### config.mk
export PLATFORM = sky130hd
export DESIGN_NAME = trap_ctrl_flat
export DESIGN_NICKNAME = d
export VERILOG_FILES = /design/src/rtl/trap_ctrl_if.sv /design/src/rtl/trap_ctrl.sv /design/src/flat_wrapper.sv
export SDC_FILE = /design/constraint.sdc
export NUM_CORES = 1
export LEC_CHECK = 0
export ABC_AREA = 1
export BUFFER_PORTS_ARGS = -buffer_cell sky130_fd_sc_hd__buf_2
export CORE_AREA = 5 5 138 140
export CTS_CLUSTER_DIAMETER = 200
export DETAILED_ROUTE_END_ITERATION = 8
export DIE_AREA = 0 0 143 145
export PLACE_DENSITY = 0.49
export SYNTH_ARGS = -nofsm -noshare
export SYNTH_HDL_FRONTEND = slang
export SYNTH_SLANG_ARGS = --single-unit
### constraint.sdc
create_clock -name clk -period 1.6 [get_ports clk]
set_input_delay 0.16 -clock clk [delete_from_list [all_inputs] [get_ports clk]]
set_output_delay 0.16 -clock clk [all_outputs]
set_load 0.005 [all_outputs]
### src/rtl/trap_ctrl_if.sv
// Bundle of EX-stage, CSR file and pipeline-control signals seen by trap_ctrl.
// master: the trap controller; slave: the pipeline/CSR file driving and consuming it.
interface trap_ctrl_if;
    logic        ex_valid;
    logic [31:0] ex_pc;
    logic        exc_imis;
    logic        exc_ill;
    logic        exc_ebreak;
    logic        exc_ecall;
    logic        exc_lmis;
    logic        exc_smis;
    logic        is_mret;
    logic        irq_ext;
    logic        csr_op_valid;
    logic [2:0]  csr_funct3;
    logic [11:0] csr_addr_in;
    logic [31:0] csr_src;
    logic        csr_rs1_zero;
    logic [31:0] csr_rd_data;
    logic        csr_we;
    logic [11:0] csr_addr;
    logic [31:0] csr_wdata;
    logic [31:0] csr_rdata;
    logic        trap_enter;
    logic        trap_return;
    logic [31:0] trap_pc;
    logic [31:0] trap_cause;
    logic [31:0] mtvec;
    logic [31:0] mepc;
    logic        flush;
    logic        stall;
    logic        redirect_valid;
    logic [31:0] redirect_pc;
    logic        busy;

    modport master (
        input  ex_valid, ex_pc, exc_imis, exc_ill, exc_ebreak, exc_ecall, exc_lmis, exc_smis,
        input  is_mret, irq_ext, csr_op_valid, csr_funct3, csr_addr_in, csr_src, csr_rs1_zero,
        input  csr_rdata, mtvec, mepc,
        output csr_rd_data, csr_we, csr_addr, csr_wdata, trap_enter, trap_return, trap_pc,
        output trap_cause, flush, stall, redirect_valid, redirect_pc, busy
    );

    modport slave (
        output ex_valid, ex_pc, exc_imis, exc_ill, exc_ebreak, exc_ecall, exc_lmis, exc_smis,
        output is_mret, irq_ext, csr_op_valid, csr_funct3, csr_addr_in, csr_src, csr_rs1_zero,
        output csr_rdata, mtvec, mepc,
        input  csr_rd_data, csr_we, csr_addr, csr_wdata, trap_enter, trap_return, trap_pc,
        input  trap_cause, flush, stall, redirect_valid, redirect_pc, busy
    );
endinterface

### src/rtl/trap_ctrl.sv
// Machine-mode trap/CSR initiator: Zicsr RMW, exception/MRET/interrupt flush and redirect.
// Optional external interrupt handling is enabled by defining TRAP_CTRL_IRQ_EN.
module trap_ctrl #(
    parameter int unsigned FLUSH_CYCLES = 2,
    parameter logic [31:0] IRQ_CAUSE    = 32'h8000000B
) (
    input logic         clk,
    input logic         rst,
    trap_ctrl_if.master bus
);
    typedef enum logic [1:0] {StIdle, StFlush, StRedirect} state_e;

    localparam logic [3:0] CntLast = 4'(FLUSH_CYCLES - 1);

    state_e      state_q, state_d;
    logic [3:0]  cnt_q, cnt_d;
    logic        tgt_ret_q, tgt_ret_d;
    logic        ill_f3, exc_any, irq_take;
    logic [31:0] exc_cause;

    assign ill_f3  = bus.csr_op_valid && (bus.csr_funct3 == 3'b000 || bus.csr_funct3 == 3'b100);
    assign exc_any = bus.exc_imis | bus.exc_ill | ill_f3 | bus.exc_ebreak | bus.exc_ecall |
                     bus.exc_lmis | bus.exc_smis;

    always_comb begin
        exc_cause = 32'd6;
        if (bus.exc_imis)                exc_cause = 32'd0;
        else if (bus.exc_ill || ill_f3)  exc_cause = 32'd2;
        else if (bus.exc_ebreak)         exc_cause = 32'd3;
        else if (bus.exc_ecall)          exc_cause = 32'd11;
        else if (bus.exc_lmis)           exc_cause = 32'd4;
    end

`ifdef TRAP_CTRL_IRQ_EN
    // Level-sensitive: only taken on a non-CSR instruction, otherwise retried next instruction.
    assign irq_take = bus.irq_ext && !exc_any && !bus.is_mret && !bus.csr_op_valid;
`else
    logic unused_irq;
    assign unused_irq = bus.irq_ext;
    assign irq_take   = 1'b0;
`endif

    always_ff @(posedge clk) begin
        if (rst) begin
            state_q   <= StIdle;
            cnt_q     <= 4'd0;
            tgt_ret_q <= 1'b0;
        end else begin
            state_q   <= state_d;
            cnt_q     <= cnt_d;
            tgt_ret_q <= tgt_ret_d;
        end
    end

    always_comb begin
        state_d            = state_q;
        cnt_d              = cnt_q;
        tgt_ret_d          = tgt_ret_q;
        bus.csr_addr       = bus.csr_addr_in;
        bus.csr_rd_data    = bus.csr_rdata;
        bus.csr_we         = 1'b0;
        bus.csr_wdata      = 32'd0;
        bus.trap_enter     = 1'b0;
        bus.trap_return    = 1'b0;
        bus.trap_pc        = 32'd0;
        bus.trap_cause     = 32'd0;
        bus.flush          = 1'b0;
        bus.stall          = 1'b0;
        bus.redirect_valid = 1'b0;
        bus.redirect_pc    = 32'd0;
        bus.busy           = 1'b0;
        // Outputs are held quiet while reset is asserted, even mid-sequence.
        if (!rst) begin
            unique case (state_q)
                StIdle: begin
                    if (bus.ex_valid) begin
                        if (exc_any || irq_take) begin
                            bus.trap_enter = 1'b1;
                            bus.trap_pc    = bus.ex_pc;
                            bus.trap_cause = exc_any ? exc_cause : IRQ_CAUSE;
                            bus.flush      = 1'b1;
                            state_d        = StFlush;
                            cnt_d          = 4'd0;
                            tgt_ret_d      = 1'b0;
                        end else if (bus.is_mret) begin
                            bus.trap_return = 1'b1;
                            bus.flush       = 1'b1;
                            state_d         = StFlush;
                            cnt_d           = 4'd0;
                            tgt_ret_d       = 1'b1;
                        end else if (bus.csr_op_valid) begin
                            unique case (bus.csr_funct3[1:0])
                                2'b01: begin
                                    bus.csr_we    = 1'b1;
                                    bus.csr_wdata = bus.csr_src;
                                end
                                2'b10: begin
                                    bus.csr_we    = !bus.csr_rs1_zero;
                                    bus.csr_wdata = bus.csr_rs1_zero ? 32'd0
                                                    : (bus.csr_rdata | bus.csr_src);
                                end
                                2'b11: begin
                                    bus.csr_we    = !bus.csr_rs1_zero;
                                    bus.csr_wdata = bus.csr_rs1_zero ? 32'd0
                                                    : (bus.csr_rdata & ~bus.csr_src);
                                end
                                default: ;
                            endcase
                        end
                    end
                end
                StFlush: begin
                    bus.flush = 1'b1;
                    bus.stall = 1'b1;
                    bus.busy  = 1'b1;
                    if (cnt_q == CntLast) begin
                        state_d = StRedirect;
                        cnt_d   = 4'd0;
                    end else begin
                        cnt_d = cnt_q + 4'd1;
                    end
                end
                StRedirect: begin
                    bus.flush          = 1'b1;
                    bus.stall          = 1'b1;
                    bus.busy           = 1'b1;
                    bus.redirect_valid = 1'b1;
                    bus.redirect_pc    = tgt_ret_q ? bus.mepc : (bus.mtvec & ~32'h3);
                    state_d            = StIdle;
                end
                default: state_d = StIdle;
            endcase
        end
    end
endmodule

### src/flat_wrapper.sv
// flat-port wrapper written by rule: the top's interface ports become plain ports
module trap_ctrl_flat 
#(
    parameter int unsigned FLUSH_CYCLES = 2,
    parameter logic [31:0] IRQ_CAUSE    = 32'h8000000B
)
  (clk, rst, bus_ex_valid, bus_ex_pc, bus_exc_imis, bus_exc_ill, bus_exc_ebreak, bus_exc_ecall, bus_exc_lmis, bus_exc_smis, bus_is_mret, bus_irq_ext, bus_csr_op_valid, bus_csr_funct3, bus_csr_addr_in, bus_csr_src, bus_csr_rs1_zero, bus_csr_rdata, bus_mtvec, bus_mepc, bus_csr_rd_data, bus_csr_we, bus_csr_addr, bus_csr_wdata, bus_trap_enter, bus_trap_return, bus_trap_pc, bus_trap_cause, bus_flush, bus_stall, bus_redirect_valid, bus_redirect_pc, bus_busy);
  trap_ctrl_if bus_i ();
  input logic clk;
  input logic rst;
  input wire logic [$bits(bus_i.ex_valid)-1:0] bus_ex_valid;
  input wire logic [$bits(bus_i.ex_pc)-1:0] bus_ex_pc;
  input wire logic [$bits(bus_i.exc_imis)-1:0] bus_exc_imis;
  input wire logic [$bits(bus_i.exc_ill)-1:0] bus_exc_ill;
  input wire logic [$bits(bus_i.exc_ebreak)-1:0] bus_exc_ebreak;
  input wire logic [$bits(bus_i.exc_ecall)-1:0] bus_exc_ecall;
  input wire logic [$bits(bus_i.exc_lmis)-1:0] bus_exc_lmis;
  input wire logic [$bits(bus_i.exc_smis)-1:0] bus_exc_smis;
  input wire logic [$bits(bus_i.is_mret)-1:0] bus_is_mret;
  input wire logic [$bits(bus_i.irq_ext)-1:0] bus_irq_ext;
  input wire logic [$bits(bus_i.csr_op_valid)-1:0] bus_csr_op_valid;
  input wire logic [$bits(bus_i.csr_funct3)-1:0] bus_csr_funct3;
  input wire logic [$bits(bus_i.csr_addr_in)-1:0] bus_csr_addr_in;
  input wire logic [$bits(bus_i.csr_src)-1:0] bus_csr_src;
  input wire logic [$bits(bus_i.csr_rs1_zero)-1:0] bus_csr_rs1_zero;
  input wire logic [$bits(bus_i.csr_rdata)-1:0] bus_csr_rdata;
  input wire logic [$bits(bus_i.mtvec)-1:0] bus_mtvec;
  input wire logic [$bits(bus_i.mepc)-1:0] bus_mepc;
  output wire logic [$bits(bus_i.csr_rd_data)-1:0] bus_csr_rd_data;
  output wire logic [$bits(bus_i.csr_we)-1:0] bus_csr_we;
  output wire logic [$bits(bus_i.csr_addr)-1:0] bus_csr_addr;
  output wire logic [$bits(bus_i.csr_wdata)-1:0] bus_csr_wdata;
  output wire logic [$bits(bus_i.trap_enter)-1:0] bus_trap_enter;
  output wire logic [$bits(bus_i.trap_return)-1:0] bus_trap_return;
  output wire logic [$bits(bus_i.trap_pc)-1:0] bus_trap_pc;
  output wire logic [$bits(bus_i.trap_cause)-1:0] bus_trap_cause;
  output wire logic [$bits(bus_i.flush)-1:0] bus_flush;
  output wire logic [$bits(bus_i.stall)-1:0] bus_stall;
  output wire logic [$bits(bus_i.redirect_valid)-1:0] bus_redirect_valid;
  output wire logic [$bits(bus_i.redirect_pc)-1:0] bus_redirect_pc;
  output wire logic [$bits(bus_i.busy)-1:0] bus_busy;
  assign bus_i.ex_valid = bus_ex_valid;
  assign bus_i.ex_pc = bus_ex_pc;
  assign bus_i.exc_imis = bus_exc_imis;
  assign bus_i.exc_ill = bus_exc_ill;
  assign bus_i.exc_ebreak = bus_exc_ebreak;
  assign bus_i.exc_ecall = bus_exc_ecall;
  assign bus_i.exc_lmis = bus_exc_lmis;
  assign bus_i.exc_smis = bus_exc_smis;
  assign bus_i.is_mret = bus_is_mret;
  assign bus_i.irq_ext = bus_irq_ext;
  assign bus_i.csr_op_valid = bus_csr_op_valid;
  assign bus_i.csr_funct3 = bus_csr_funct3;
  assign bus_i.csr_addr_in = bus_csr_addr_in;
  assign bus_i.csr_src = bus_csr_src;
  assign bus_i.csr_rs1_zero = bus_csr_rs1_zero;
  assign bus_i.csr_rdata = bus_csr_rdata;
  assign bus_i.mtvec = bus_mtvec;
  assign bus_i.mepc = bus_mepc;
  assign bus_csr_rd_data = bus_i.csr_rd_data;
  assign bus_csr_we = bus_i.csr_we;
  assign bus_csr_addr = bus_i.csr_addr;
  assign bus_csr_wdata = bus_i.csr_wdata;
  assign bus_trap_enter = bus_i.trap_enter;
  assign bus_trap_return = bus_i.trap_return;
  assign bus_trap_pc = bus_i.trap_pc;
  assign bus_trap_cause = bus_i.trap_cause;
  assign bus_flush = bus_i.flush;
  assign bus_stall = bus_i.stall;
  assign bus_redirect_valid = bus_i.redirect_valid;
  assign bus_redirect_pc = bus_i.redirect_pc;
  assign bus_busy = bus_i.busy;
  trap_ctrl #(.FLUSH_CYCLES(FLUSH_CYCLES), .IRQ_CAUSE(IRQ_CAUSE)) u_core (.clk(clk), .rst(rst), .bus(bus_i));
endmodule
# Yosys cells after proc, flatten, opt, wreduce, memory -nomap -nowiden
# Cells that the tools add are included.
# word_totals
output_inout_bits,179
reg_bits,7
mem_bits_ro,0
mem_bits_rw,0
input_bits,188
word_cells,97
latchBits,0
n_memories,0
# op_classes
div_mod_pow,0
n_lt_le_gt_ge,0
multipliers,0
n_reduce_logical,13
n_mux,61
n_bitwise,9
eq_ne,10
n_shift,0
addsub,1
# op_table
cell,n
two-way mux 32 bit,23
one-hot mux 32 bit (3 select lines),1
AND 32 bit,1
inverter 32 bit,1
bitwise OR 32 bit,1
two-way mux 1 bit,24
two-way mux 4 bit,4
two-way mux 2 bit,5
AND reduction 3 bit,3
one-hot mux 4 bit (2 select lines),1
"== test 2 bit, second input constant",3
bitwise OR 1 bit,6
"adder 4 x 1 -> 4 bit, second input constant",1
"== test 2 x 1 -> 1 bit, second input constant",2
"== test 4 x 1 -> 1 bit, second input constant",1
one-hot mux 1 bit (2 select lines),2
one-hot mux 2 bit (2 select lines),1
nonzero test 2 bit,2
OR reduction 2 bit,2
"== test 3 bit, second input constant",1
zero test 3 bit,1
"!= test 3 x 2 -> 1 bit, second input constant",1
zero test 2 bit,1
logical OR 1 bit,2
other kinds (4),4

# Logic depth before layout (Yosys ltp)
# depth
ltp_word,12
depth_mapped,9
mapped_depth_nobuf,9

# Least setup slack after synthesis
# Ideal clock, no wire load.
# synth_path
path_type,register -> output
startpoint,register u_core.state_q[0]
endpoint,output port bus_trap_pc[22]
t_required_ns,1.440
t_arrival_ns,1.353
path_stages_with_launch,8
path_slack_ns,0.087
path_cell_list,dfxtp_1 -> inv_1 -> ha_1 -> nand2_1 -> nor2_1 -> nand2_2 -> buf_2 -> nor2_1
# synth_via
elab_chain_len,3
# synth_rtl
element,line_no,text
start: declaration,trap_ctrl.sv:15,"state_e state_q, state_d;"
start signal: assignment,trap_ctrl.sv:45,state_q <= StIdle;
start signal: assignment,trap_ctrl.sv:49,state_q <= state_d;
zero test 2 bit,trap_ctrl.sv:74,unique case (state_q)
two-way mux 32 bit,trap_ctrl.sv:74,
two-way mux 32 bit,trap_ctrl.sv:73,if (!rst) begin
end: declaration,flat_wrapper.sv:35,output wire logic [$bits(bus_i.trap_pc)-1:0] bus_trap_pc;
# Every way passes these cells.

# Worst setup path in the final report
# layout_path
startpoint,register u_core.state_q[0]
endpoint,output port bus_redirect_pc[10]
# layout_via
elab_chain_len,3
# layout_rtl
element,line_no,text
== test 2 bit,trap_ctrl.sv:74,
two-way mux 32 bit,trap_ctrl.sv:74,
two-way mux 32 bit,trap_ctrl.sv:73,
end: declaration,flat_wrapper.sv:40,output wire logic [$bits(bus_i.redirect_pc)-1:0] bus_redirect_pc;
# Every way passes these cells.

==> results.py <==
metrics = {
    "run_status": {
        "status": "finished, violations left",
        "violations": "negative setup slack",
    },
    "cells_and_area": {
        "synthToLayoutAreaGrowth_pct": 87.5,
        "seq_area_um2": 143,
        "num-fill-cells": 1972,
        "n_antenna_cell": 0,
        "post-route-util_pct": 28.8,
        "multi_input_area_um2": 2260,
        "drive_gt1_share_pct": 59.5,
        "fin_nets": 973,
    },
    "setup_path": {
        "r2r_cells": 9,
        "worst-r2r-setup-slack_ps": 140,
        "crit_arrival_ps": 1610,
        "start_kind": "flip-flop",
        "r2r_start": "u_core.state_q[0]",
        "crit_start": "u_core.state_q[0]",
        "path_cells": "inv_2 -> buf_4 -> buf_6 -> ha_4 -> nand2_8 -> buf_12 -> buf_4 -> nor3_4 -> buf_2",
        "critPathRequiredTime_ps": 1440,
        "crit_path_frequent_cell": "buf_4",
        "critPathSlowestCell": "dfxtp_2",
        "max_stage_delay_ps": 310,
        "reg2reg_to": "u_core.state_q[1]",
        "path_max_fanout": 7,
        "cp-end-kind": "output pin",
        "crit_type": "flip-flop to output pin",
    },
    "worst_hold_path": {
        "hold-path-cell-count": 2,
        "hold_path_class": "primary input to flip-flop",
        "hold_path.startpoint": "rst",
        "hold_path_end": "u_core.state_q[0]",
    },
    "timing": {
        "finClkSkew_ps": 1.33,
        "layout_setup_ws_ps": -173,
        "final_max_slew_viol_count": 0,
        "finalCritPeriodShare_pct": 111,
        "whs_ps": 224,
        "setup_viol": 104,
        "timing.final.crit_period_ps": 1770,
        "rsz0062_at_grt": "yes",
        "hold_viol": 0,
        "fmax_mhz": 564,
        "tns_ps": -11980,
    },
    "floorplan": {
        "die_h_um": 145,
        "die_area_um2": 20700,
        "ios": 367,
        "die_width_um": 143,
        "core_um2": 17700,
        "rows": 49,
        "initial_core_util_pct": 15.4,
    },
    "clocking": {
        "clk_latency_ps": 230,
        "cts_root_buf": "clkbuf_16",
        "cts_tree": "yes",
        "numCtsBuffers": 3,
        "htreeDepth": 1,
        "clockBufferDepth": 2,
        "ctsHoldBuffers": 0,
        "clock_sinks": 7,
        "clk_pin_slew_ps": 40,
    },
    "place": {
        "portBuffers": 310,
        "gp_congestion": 0.811,
        "dpl.hpwl_um": 10000,
        "dp_slack_ps": -39.0,
    },
    "run": {
        "maxCapViolCount": 0,
    },
    "pwr": {
        "switchingPower_w": 0.00128,
        "fin_total_pwr_w": 0.00299,
        "combPwrFrac_pct": 75.0,
        "p_sw_share_pct": 42.8,
        "power_leakage_nw": 2.94,
        "clockPowerShare_pct": 14.4,
        "p_per_area_nw_per_um2": 587,
        "p_seq_share_pct": 10.6,
        "p_int_w": 0.00171,
        "ir_drop_uv": 421,
    },
    "drt": {
        "avgViaCountPerCell": 3.96,
        "wl_met3_um": 1230,
        "dr.pass1.iters": 4,
        "drc": 0,
        "drtIter0Drc": 128,
        "top_layer_used": "met4",
        "wl_met2_um": 6710,
        "wl_per_cell_um": 12.6,
        "drt-met1-wl_um": 4610,
        "vias": 3986,
        "drt.antenna.violating_nets": 0,
        "routed_wl_um": 12700,
    },
    "grt": {
        "antenna_found_initial": 0,
        "first_global_vias": 3688,
        "grt_max_degree": 32,
        "grt-ovfl-total": 0,
        "grt_pass1_wl_um": 18500,
        "grtUsageTotal_pct": 10.7,
    },
    "synthesis": {
        "synth_area_per_cell_um2": 5.50,
        "yosysSeqAreaShare_pct": 5.15,
        "synth_seq_cells": 7,
        "synth_area_um2": 2720,
        "ys_warn_count": 0,
        "synth_cells": 495,
        "synth.distinct_cells": 29,
    },
}
## metal layers
metal,global-route usage [%],vias to the layer above
li1,-,2039
met1,11.7,1734
met2,21.0,206
met3,1.65,7
met4,2.38,0
met5,0,-
## sequential cells by signal, summed over array words and instances (netlist names)
signal / cells
u_core.cnt_q: 4
u_core.tgt_ret_q: 1
u_core.state_q: 2
## synth_stat cells
cell type	instances	area, um2
a21oi_1	4	20.0
buf_1	2	7.51
buf_2	7	35.0
buf_4	74	556
buf_6	3	33.8
clkbuf_1	13	48.8
conb_1	1	3.75
dfxtp_1	7	140
ha_1	6	75.1
inv_1	55	206
nand2_1	80	300
nand2_2	2	12.5
nand3_1	9	45.0
nand3b_1	1	7.51
nand4_1	2	12.5
nand4_4	2	42.5
nor2_1	119	447
nor2_2	31	194
nor2_4	2	22.5
nor3_1	30	150
nor3b_1	2	15.0
nor4_1	3	18.8
o21a_1	1	7.51
o21ai_0	2	10.0
o21bai_1	1	7.51
o221ai_1	30	263
o22ai_1	2	12.5
or2_2	3	18.8
xor2_1	1	8.76
## final cells by class
cell class	instances	share of cell area, %
sequential	7	2.80
multi-input combinational	361	44.3
inverter	55	4.05
tap	229	5.62
timing repair buffer	351	41.7
clock buffer	4	1.54
## how the worst max path moves through the flow
stage,to,cells past startpoint
floorplan,bus_trap_pc[22],7
global placement,bus_trap_cause[1],9
detailed placement,bus_trap_cause[1],9
CTS,bus_csr_wdata[25],9
global route,bus_csr_wdata[25],9
finish,bus_redirect_pc[10],9
## power by group through the flow
| stage | registers [W] | clock network (W) | logic, W |
|---|---|---|---|
| 2_1_floorplan | 0.000305 | 0 | 0.00100 |
| 3_3_place_gp | 0.000312 | 0 | 0.00164 |
| 3_5_place_dp | 0.000314 | 0 | 0.00165 |
| 4_1_cts | 0.000319 | 0.000446 | 0.00201 |
| 5_1_grt | 0.000333 | 0.000451 | 0.00249 |
| 6_report | 0.000316 | 0.000433 | 0.00225 |
## kinds of logic (layout without fill, tap and decap cells)
family	Yosys count	count (layout)	share of synthesized area (%)
and+or+nand+nor	286	286	47.3
DFF	7	7	5.15
AOI/OAI and AO/OA	40	40	11.8
adders and majority gates	6	6	2.76
xor gates and xnor gates	1	1	0.322
other	1	28	0.138
buffers and inverters	154	410	32.6
## layout by cell type, fill, tap and decap left out, drive strengths merged, types with 2 or more instances in the layout
cell type	n
clkbuf	6
conb	28
nor3b	2
o221ai	30
nor3	30
nand4	4
ha	6
inv	55
o21ai	2
a21oi	4
nor4	3
nand2	82
buf	349
nand3	9
nor2	152
dfxtp	7
or2	3
o22ai	2
## critical path, delay by kind of cell, from the launching register on
kind                     cells  cell delay, ps
AND/OR/NAND/NOR              2             230
flip-flops                   1             310
buffers and inverters        6             680
adder cells (fa/ha/maj)      1             150
## through the flow
stage / instance area [um2] / instances
after CTS: 4780 / 998
after detailed placement: 4240 / 985
after global routing: 5100 / 1007
final: 5100 / 1007
after global placement: 4240 / 985
after floorplan: 2820 / 522
## what timing repair did
item / in CTS / in global routing
endpoints found under the setup margin: 91 / 108
pin swaps: 6 / 29
hold endpoints to repair: 0 / 0
cloned: 5 / 2
gates resized for setup: 68 / 48
buffers inserted: 4 / 8
(Power assumes the default switching activity.)
